**config.mk**
```make
export PLATFORM = sky130hd
export DESIGN_NAME = mas_alu_seq_exec
export DESIGN_NICKNAME = d
export VERILOG_FILES = /design/src/rtl/mas_alu_seq_exec.sv
export SDC_FILE = /design/constraint.sdc
export NUM_CORES = 1
export LEC_CHECK = 0
export ABC_AREA = 0
export CORE_UTILIZATION = 53
export CTS_BUF_LIST = sky130_fd_sc_hd__clkbuf_8
export CTS_CLUSTER_SIZE = 12
export DETAILED_ROUTE_END_ITERATION = 8
export HOLD_SLACK_MARGIN = 0.05
export PLACE_DENSITY = 0.79
export REMOVE_ABC_BUFFERS = 1
export SLEW_MARGIN = 20
export SYNTH_ARGS = -nofsm -noshare
export SYNTH_HDL_FRONTEND = slang
export SYNTH_SLANG_ARGS = --single-unit
```
**constraint.sdc**
```tcl
create_clock -name clk -period 2.8 [get_ports clk]
set_input_delay 0.56 -clock clk [delete_from_list [all_inputs] [get_ports clk]]
set_output_delay 0.56 -clock clk [all_outputs]
set_load 0.03 [all_outputs]
```
**src/rtl/mas_alu_seq_exec.sv**
```systemverilog
// Sequential ALU: one command in flight, shifts executed one bit per cycle.
// IDLE accepts a command, EXEC iterates shifts then finalises, DONE holds the
// registered response until the consumer takes it.
module mas_alu_seq_exec #(
    parameter int unsigned BLEN = 32
) (
    input  logic            clk,
    input  logic            rst_n,
    input  logic            req_valid,
    output logic            req_ready,
    input  logic [2:0]      req_cmd,
    input  logic [BLEN-1:0] req_op1,
    input  logic [BLEN-1:0] req_op2,
    output logic            rsp_valid,
    input  logic            rsp_ready,
    output logic [BLEN-1:0] rsp_res,
    output logic            rsp_carry,
    output logic            rsp_err,
    output logic            busy
);

    localparam int unsigned SHW = $clog2(BLEN);

    // One-hot state encoding
    localparam logic [2:0] ST_IDLE = 3'b001;
    localparam logic [2:0] ST_EXEC = 3'b010;
    localparam logic [2:0] ST_DONE = 3'b100;

    localparam logic [2:0] CMD_ADD = 3'd0;
    localparam logic [2:0] CMD_SUB = 3'd1;
    localparam logic [2:0] CMD_SRL = 3'd2;
    localparam logic [2:0] CMD_SLL = 3'd3;
    localparam logic [2:0] CMD_SRA = 3'd4;
    localparam logic [2:0] CMD_XOR = 3'd5;

    logic [2:0]      state_q, state_d;
    logic [2:0]      cmd_q, cmd_d;
    logic [BLEN-1:0] op1_q, op1_d;     // doubles as the shift working register
    logic [BLEN-1:0] op2_q, op2_d;
    logic [SHW-1:0]  count_q, count_d;
    logic [BLEN-1:0] res_q, res_d;
    logic            carry_q, carry_d;
    logic            err_q, err_d;

    logic [BLEN:0]   sum;
    logic [BLEN:0]   diff;
    logic            req_is_shift;

    // Wide add/subtract; bit BLEN is the carry-out or the borrow
    always_comb begin
        sum  = {1'b0, op1_q} + {1'b0, op2_q};
        diff = {1'b0, op1_q} - {1'b0, op2_q};
        req_is_shift = (req_cmd == CMD_SRL) || (req_cmd == CMD_SLL) || (req_cmd == CMD_SRA);
    end

    // Next-state, operand capture, shift iteration and result finalisation
    always_comb begin
        state_d = state_q;
        cmd_d   = cmd_q;
        op1_d   = op1_q;
        op2_d   = op2_q;
        count_d = count_q;
        res_d   = res_q;
        carry_d = carry_q;
        err_d   = err_q;

        case (state_q)
            ST_IDLE: begin
                if (req_valid && req_ready) begin
                    cmd_d   = req_cmd;
                    op1_d   = req_op1;
                    op2_d   = req_op2;
                    count_d = req_is_shift ? req_op2[SHW-1:0] : '0;
                    state_d = ST_EXEC;
                end
            end
            ST_EXEC: begin
                if (count_q != '0) begin
                    count_d = count_q - SHW'(1);
                    case (cmd_q)
                        CMD_SRL: op1_d = {1'b0, op1_q[BLEN-1:1]};
                        CMD_SLL: op1_d = {op1_q[BLEN-2:0], 1'b0};
                        CMD_SRA: op1_d = {op1_q[BLEN-1], op1_q[BLEN-1:1]};
                        default: op1_d = op1_q;
                    endcase
                end else begin
                    res_d   = '0;
                    carry_d = 1'b0;
                    err_d   = 1'b0;
                    case (cmd_q)
                        CMD_ADD: begin
                            res_d   = sum[BLEN-1:0];
                            carry_d = sum[BLEN];
                        end
                        CMD_SUB: begin
                            res_d   = diff[BLEN-1:0];
                            carry_d = diff[BLEN];
                        end
                        CMD_SRL, CMD_SLL, CMD_SRA: res_d = op1_q;
                        CMD_XOR: res_d = op1_q ^ op2_q;
                        default: err_d = 1'b1;
                    endcase
                    state_d = ST_DONE;
                end
            end
            ST_DONE: begin
                if (rsp_ready) begin
                    state_d = ST_IDLE;
                end
            end
            default: state_d = ST_IDLE;
        endcase
    end

    // State and datapath registers
    always_ff @(posedge clk or negedge rst_n) begin
        if (!rst_n) begin
            state_q <= ST_IDLE;
            cmd_q   <= '0;
            op1_q   <= '0;
            op2_q   <= '0;
            count_q <= '0;
            res_q   <= '0;
            carry_q <= 1'b0;
            err_q   <= 1'b0;
        end else begin
            state_q <= state_d;
            cmd_q   <= cmd_d;
            op1_q   <= op1_d;
            op2_q   <= op2_d;
            count_q <= count_d;
            res_q   <= res_d;
            carry_q <= carry_d;
            err_q   <= err_d;
        end
    end

    // Gating with rst_n keeps req_ready low while reset is held
    assign req_ready = (state_q == ST_IDLE) && rst_n;
    assign rsp_valid = (state_q == ST_DONE);
    assign busy      = (state_q != ST_IDLE);
    assign rsp_res   = res_q;
    assign rsp_carry = carry_q;
    assign rsp_err   = err_q;

`ifndef SYNTHESIS
    a_cmd_known: assert property (@(posedge clk) disable iff (!rst_n)
        (req_valid && req_ready) |-> !$isunknown(req_cmd))
        else $error("req_cmd unknown at accept");

    a_rsp_stable: assert property (@(posedge clk) disable iff (!rst_n)
        (rsp_valid && !rsp_ready) |=>
            ($stable(rsp_res) && $stable(rsp_carry) && $stable(rsp_err)))
        else $error("rsp_* changed under backpressure");
`endif

endmodule

```
### Word-level counts from Yosys, hierarchy flattened

Cells that the tools add are included.

| word-level totals | value |
|---|---|
| flip-flop bits (word level) | 109 |
| input port bits | 71 |
| output and inout port bits | 37 |

| operators by class | value |
|---|---|
| $add $sub $neg | 3 |
| equal/unequal tests | 19 |
| mux-type cells | 15 |
| bitwise logic cells | 2 |
| reduce and logical (&&, ||, !) cells | 15 |

Operators by type and width:

| kind | number |
|---|---|
| $pmux 32 s4 | 1 |
| $pmux 32 s3 | 1 |
| $mux 32 | 2 |
| $pmux 32 s2 | 1 |
| $add 32x32->33 | 1 |
| $sub 32x32->33 | 1 |
| $xor 32x32->32 | 1 |
| $eq 3x2->1 const B | 5 |
| $mux 5 | 3 |
| $eq 3x3->1 const B | 4 |
| $pmux 5 s2 | 1 |
| $mux 3 | 3 |
| $pmux 3 s3 | 1 |
| $ne 2x2->1 const B | 4 |
| $eq 3x1->1 const B | 2 |
| $reduce_and 3->1 | 2 |
| $reduce_or 6->1 | 1 |
| $reduce_and 5->1 | 1 |
| $reduce_bool 5->1 | 1 |
| $sub 5x1->5 const B | 1 |
| $ne 4x4->1 const B | 1 |
| $reduce_and 2->1 | 2 |
| $reduce_and 4->1 | 1 |
| $logic_not 3->1 | 1 |
| other kinds (10) | 12 |

### Depth between registers and ports, before layout

Gate-level depths: netlist (run 1).

| depth | value |
|---|---|
| word-level depth | 6 |
| depth in mapped cells | 12 |
| mapped depth without buffers | 12 |

### Worst setup path before layout (run 1)

No wires, ideal clock.

| timing | value |
|---|---|
| path type | register to register |
| start | reg op1_q[8] |
| end | reg res_q[23], in the netlist rsp_res[23] |
| arrival | 2.780 ns |
| slack | -0.115 ns |
| stages on the path, launching flop included | 11 |
| clock period less this slack | 2.915 ns |
| cells stage by stage | dfrtp_1 -> ha_1 -> buf_6 -> or4_1 -> o211ai_1 -> a221oi_1 -> o21bai_1 -> a41oi_2 -> xnor2_1 -> a2111oi_0 -> o31ai_1 |

| on the way | value |
|---|---|
| word-level cells in the longest chain between the ends | 2 |

Ends and longest elaborated chain:

| element | line | text |
|---|---|---|
| start: declaration | 38 | `logic [BLEN-1:0] op1_q, op1_d;` |
| start signal: assignment | 129 | `op1_q <= op1_d;` |
| $sub 32x32->33 / $add 32x32->33 (equally long branches) | 52, 51 |  |
| $pmux 32 s4 * | 90 | `case (cmd_q)` |
| end signal: assignment | 132 | `res_q <= res_d;` |
| end: declaration | 41 | `logic [BLEN-1:0] res_q, res_d;` |

Every way passes the cells marked *; elsewhere a longest branch is shown, timed or not.
A chain may end at the register's enable or synchronous reset.

### Worst setup path after layout (run 1)

| timing | value |
|---|---|
| start | reg op1_q[7] |
| end | reg res_q[21], in the netlist rsp_res[21] |

Same word-level chain as after synthesis.

==> metrics, run 1 <==
largest family of logic cells by synthesized area=compound AO/OA/AOI/OAI gates; buffers added on ports=107; number of global-route vias before repair=10000; RSZ-0062 raised after global routing=true; clock skew=0.0132 ns; Post-CTS Hold Buffers=0; failing checks=setup timing; Warnings, synthesis=0; Synth Area in Adders=0.0933; #FFs+latches synth=109; Final Core Density=0.755; largest net degree at the start of global routing=110; CTS tree=built; Inserted Clock Buffers=9; initial antenna violation count=0; diode count=0; Arr. time, crit path=3.29 ns; CP dominant cell by count=buf_6; global-route wire length before repair=55500 um; Max Slew Vio Count=0; Final Instance Area=13100 um^2; total wire length=36400 um; worst slew pin tran=1.06 ns; via count=10700; Setup WS post-layout=-0.194 ns; antenna-violating nets left=0; asr flop ratio synth=1.00; clock sinks=109; Rel. slew slack=0.286; Worst path top cell family by delay=compound AO/OA/AOI/OAI gates; Min-Delay Path Class=primary input to asynchronous set/reset pin; CP Buf/Inv Count=5; routed vias/inst=6.32; Post-DP Area=11800 um^2; Peak VDD IR=660 uV; DR iter-0 viols=1136; Synth Instances=1209; CP Class=flop to flop; IO Pins=108; Clock Latency Late Sink=0.41 ns; final number of setup-violating endpoints=16; die footprint=18300 um^2; commonest cells in the netlist=a21oi_1 (171), nand2_1 (133), dfrtp_1 (108), nor2_1 (93), o21ai_0 (85); Max Clk Rate=334 MHz; post-synthesis mux area share=0.0550; Reg clk slew, reported paths=0.12 ns; fin crit share=1.07; H-Tree Depth=3; Critical Path Start Type=flop; die height=135 um; nets=1603; crit path time final=2.99 ns; Initial Util=0.544; clock buffer depth=2; post-synth top area share=0.287; Synth Area in XOR/XNOR=0.0205; Slowest-stage cell, CP=dfrtp_1; core box area=17300 um^2; Synth Area in Simple Gates=0.181; total gr overflow=0; Mapped Avg Cell Area=7.78 um^2; DIE WIDTH=135 um; area grow syn2layout=38.7%; synth top area cells=dfrtp_1 (29%), a21oi_1 (9.1%), ha_1 (8.9%); post-DP HPWL=25000 um; DRC=0; final hold violations=0; Yosys cell types=84; Most used DFF post-synth=dfrtp_1; cell taking the most area after synthesis=dfrtp_1; Pleak=5.67 nW; Root Buffer=clkbuf_8; top-count cell post-synth=a21oi_1; GR Util All Layers=0.397; Max FO, Critical Path=4; status=finished with violations; Largest stage delay, worst path=0.44 ns; Seq/Total Area, Yosys=0.290; Synth Cell Area=9410 um^2; Critical Path RT=3.09 ns; Cell Pwr Density=1250 nW/um^2; CP Cell Sequence=ha_4, buf_6, nor4_4, buf_4, buf_6, nand2_4, buf_6, o21ai_2, o21a_2, a31oi_4, buf_6, o21ai_2, xnor2_1, a222oi_1, a21oi_1; share of layout cells above drive strength 1=0.275; gpl congestion=0.949; Max Cap Viol=0; average wire per standard cell=21.5 um; CP Capture Type=flop; cell row count=48; Compound-Gate Fraction of Synth Area=0.295; router iterations before antenna repair=6; EDFF count, synth=0
## worst paths after layout
kind | from | end | slack [ns] | depth (start not counted)
setup / recovery | op1_q[7] | rsp_res[21] | -0.19 | 15
hold / removal | rst_n | op1_q[13] | 0.25 | 2
setup reg to reg | op1_q[7] | rsp_res[21] | -0.19 | 15
hold reg to reg | rsp_res[3] | rsp_res[3] | 0.51 | 2
max in group asynchronous | rst_n | rsp_res[20] | 1.98 | 2
min in group clk | rsp_res[3] | rsp_res[3] | 0.51 | 2
## worst register-to-register path: stages (launching register included)
cell and delay [ns]:
dfrtp_1 0.44, ha_4 0.27, buf_6 0.12, nor4_4 0.27, buf_4 0.18, buf_6 0.11
nand2_4 0.06, buf_6 0.13, o21ai_2 0.11, o21a_2 0.20, a31oi_4 0.12, buf_6 0.17
o21ai_2 0.19, xnor2_1 0.10, a222oi_1 0.29, a21oi_1 0.11
## state kept, by name, summed over array words and instances (netlist names)
signal and flops:
rsp_err 1, rsp_carry 1, count_q 5, op1_q 32
cmd_q 3, rsp_res 32, state_q 3, op2_q 32
## power breakdown
part           total [W]  internal (W)  switching (W)  leakage, nW
Combinational     0.0126       0.00563        0.00695         4.20
Clock            0.00109      0.000431       0.000655        0.109
Sequential       0.00259       0.00209       0.000502         1.36
## routing by layer
| layer | up-vias | GRT usage | wire (um) |
|---|---|---|---|
| li1 | 4874 | - | - |
| met1 | 5135 | 0.544 | 15100 |
| met2 | 596 | 0.638 | 17000 |
| met3 | 95 | 0.0599 | 3100 |
| met4 | 0 | 0.132 | 1160 |
| met5 | - | 0 | 0 |
## layout make-up
cell class / instances / area (um^2)
clock inverters: 7 / 82.6
fillers: 1320 / 4250
inverters: 71 / 272
well taps: 225 / 282
flip-flops and latches: 109 / 2730
clock buffers: 9 / 124
multi-input cells: 945 / 6730
repair buffers: 327 / 2830
## cells in the final DEF (no fill, tap or decap), types with 15 or more instances in the layout
cell type / instances
o211ai_1: 15
nor3_1: 26
buf_6: 15
ha_1: 49
a22oi_1: 15
a21oi_1: 155
clkdlybuf4s50_1: 105
o21ai_0: 77
inv_1: 57
xnor2_1: 20
mux2_2: 38
o31ai_1: 19
nor2_1: 89
buf_4: 202
nand3_1: 48
dfrtp_1: 106
nand2_1: 128
## through the flow
step | setup WS [ns] | TNS (ns) | hold slack [ns] | std cells | total power (W)
finish | -0.194 | -1.69 | 0.252 | 1693 | 0.0163
global route | -0.264 | -3.46 | 0.250 | 1693 | 0.0172
CTS | -0.0512 | -0.408 | 0.312 | 1674 | 0.0150
floorplan | -1.98 | -94.03 | 0.264 | 1125 | 0.00857
detailed placement | -0.311 | -3.62 | 0.481 | 1637 | 0.0130
global placement | -0.262 | -2.69 | 0.472 | 1637 | 0.0129
## cell families (layout without fill, tap and decap cells)
kind of cell	Yosys count	count (layout)
AO/OA/AOI/OAI	434	434
XOR/XNOR	22	22
adder cells (fa/ha/maj)	69	69
buffers and inverters	155	414
flip-flops	109	109
multiplexers	47	47
AND/OR/NAND/NOR	373	373
## repair_timing
item	CTS	global route
buffers inserted	21	19
endpoints found under the setup margin	20	23
pin swaps	52	51
gates resized for setup	76	76
(Power assumes the default switching activity.)
==> run 2: changes to the inputs <==
--- a/config.mk
+++ b/config.mk
@@ -10,7 +10,7 @@
 export CTS_BUF_LIST = sky130_fd_sc_hd__clkbuf_8
 export CTS_CLUSTER_SIZE = 12
 export DETAILED_ROUTE_END_ITERATION = 8
-export HOLD_SLACK_MARGIN = 0.05
+export HOLD_SLACK_MARGIN = 0.1
 export PLACE_DENSITY = 0.79
 export REMOVE_ABC_BUFFERS = 1
 export SLEW_MARGIN = 20
==> results of run 2 <==
No change in the layout: final DEF, timing and power equal those of run 1.
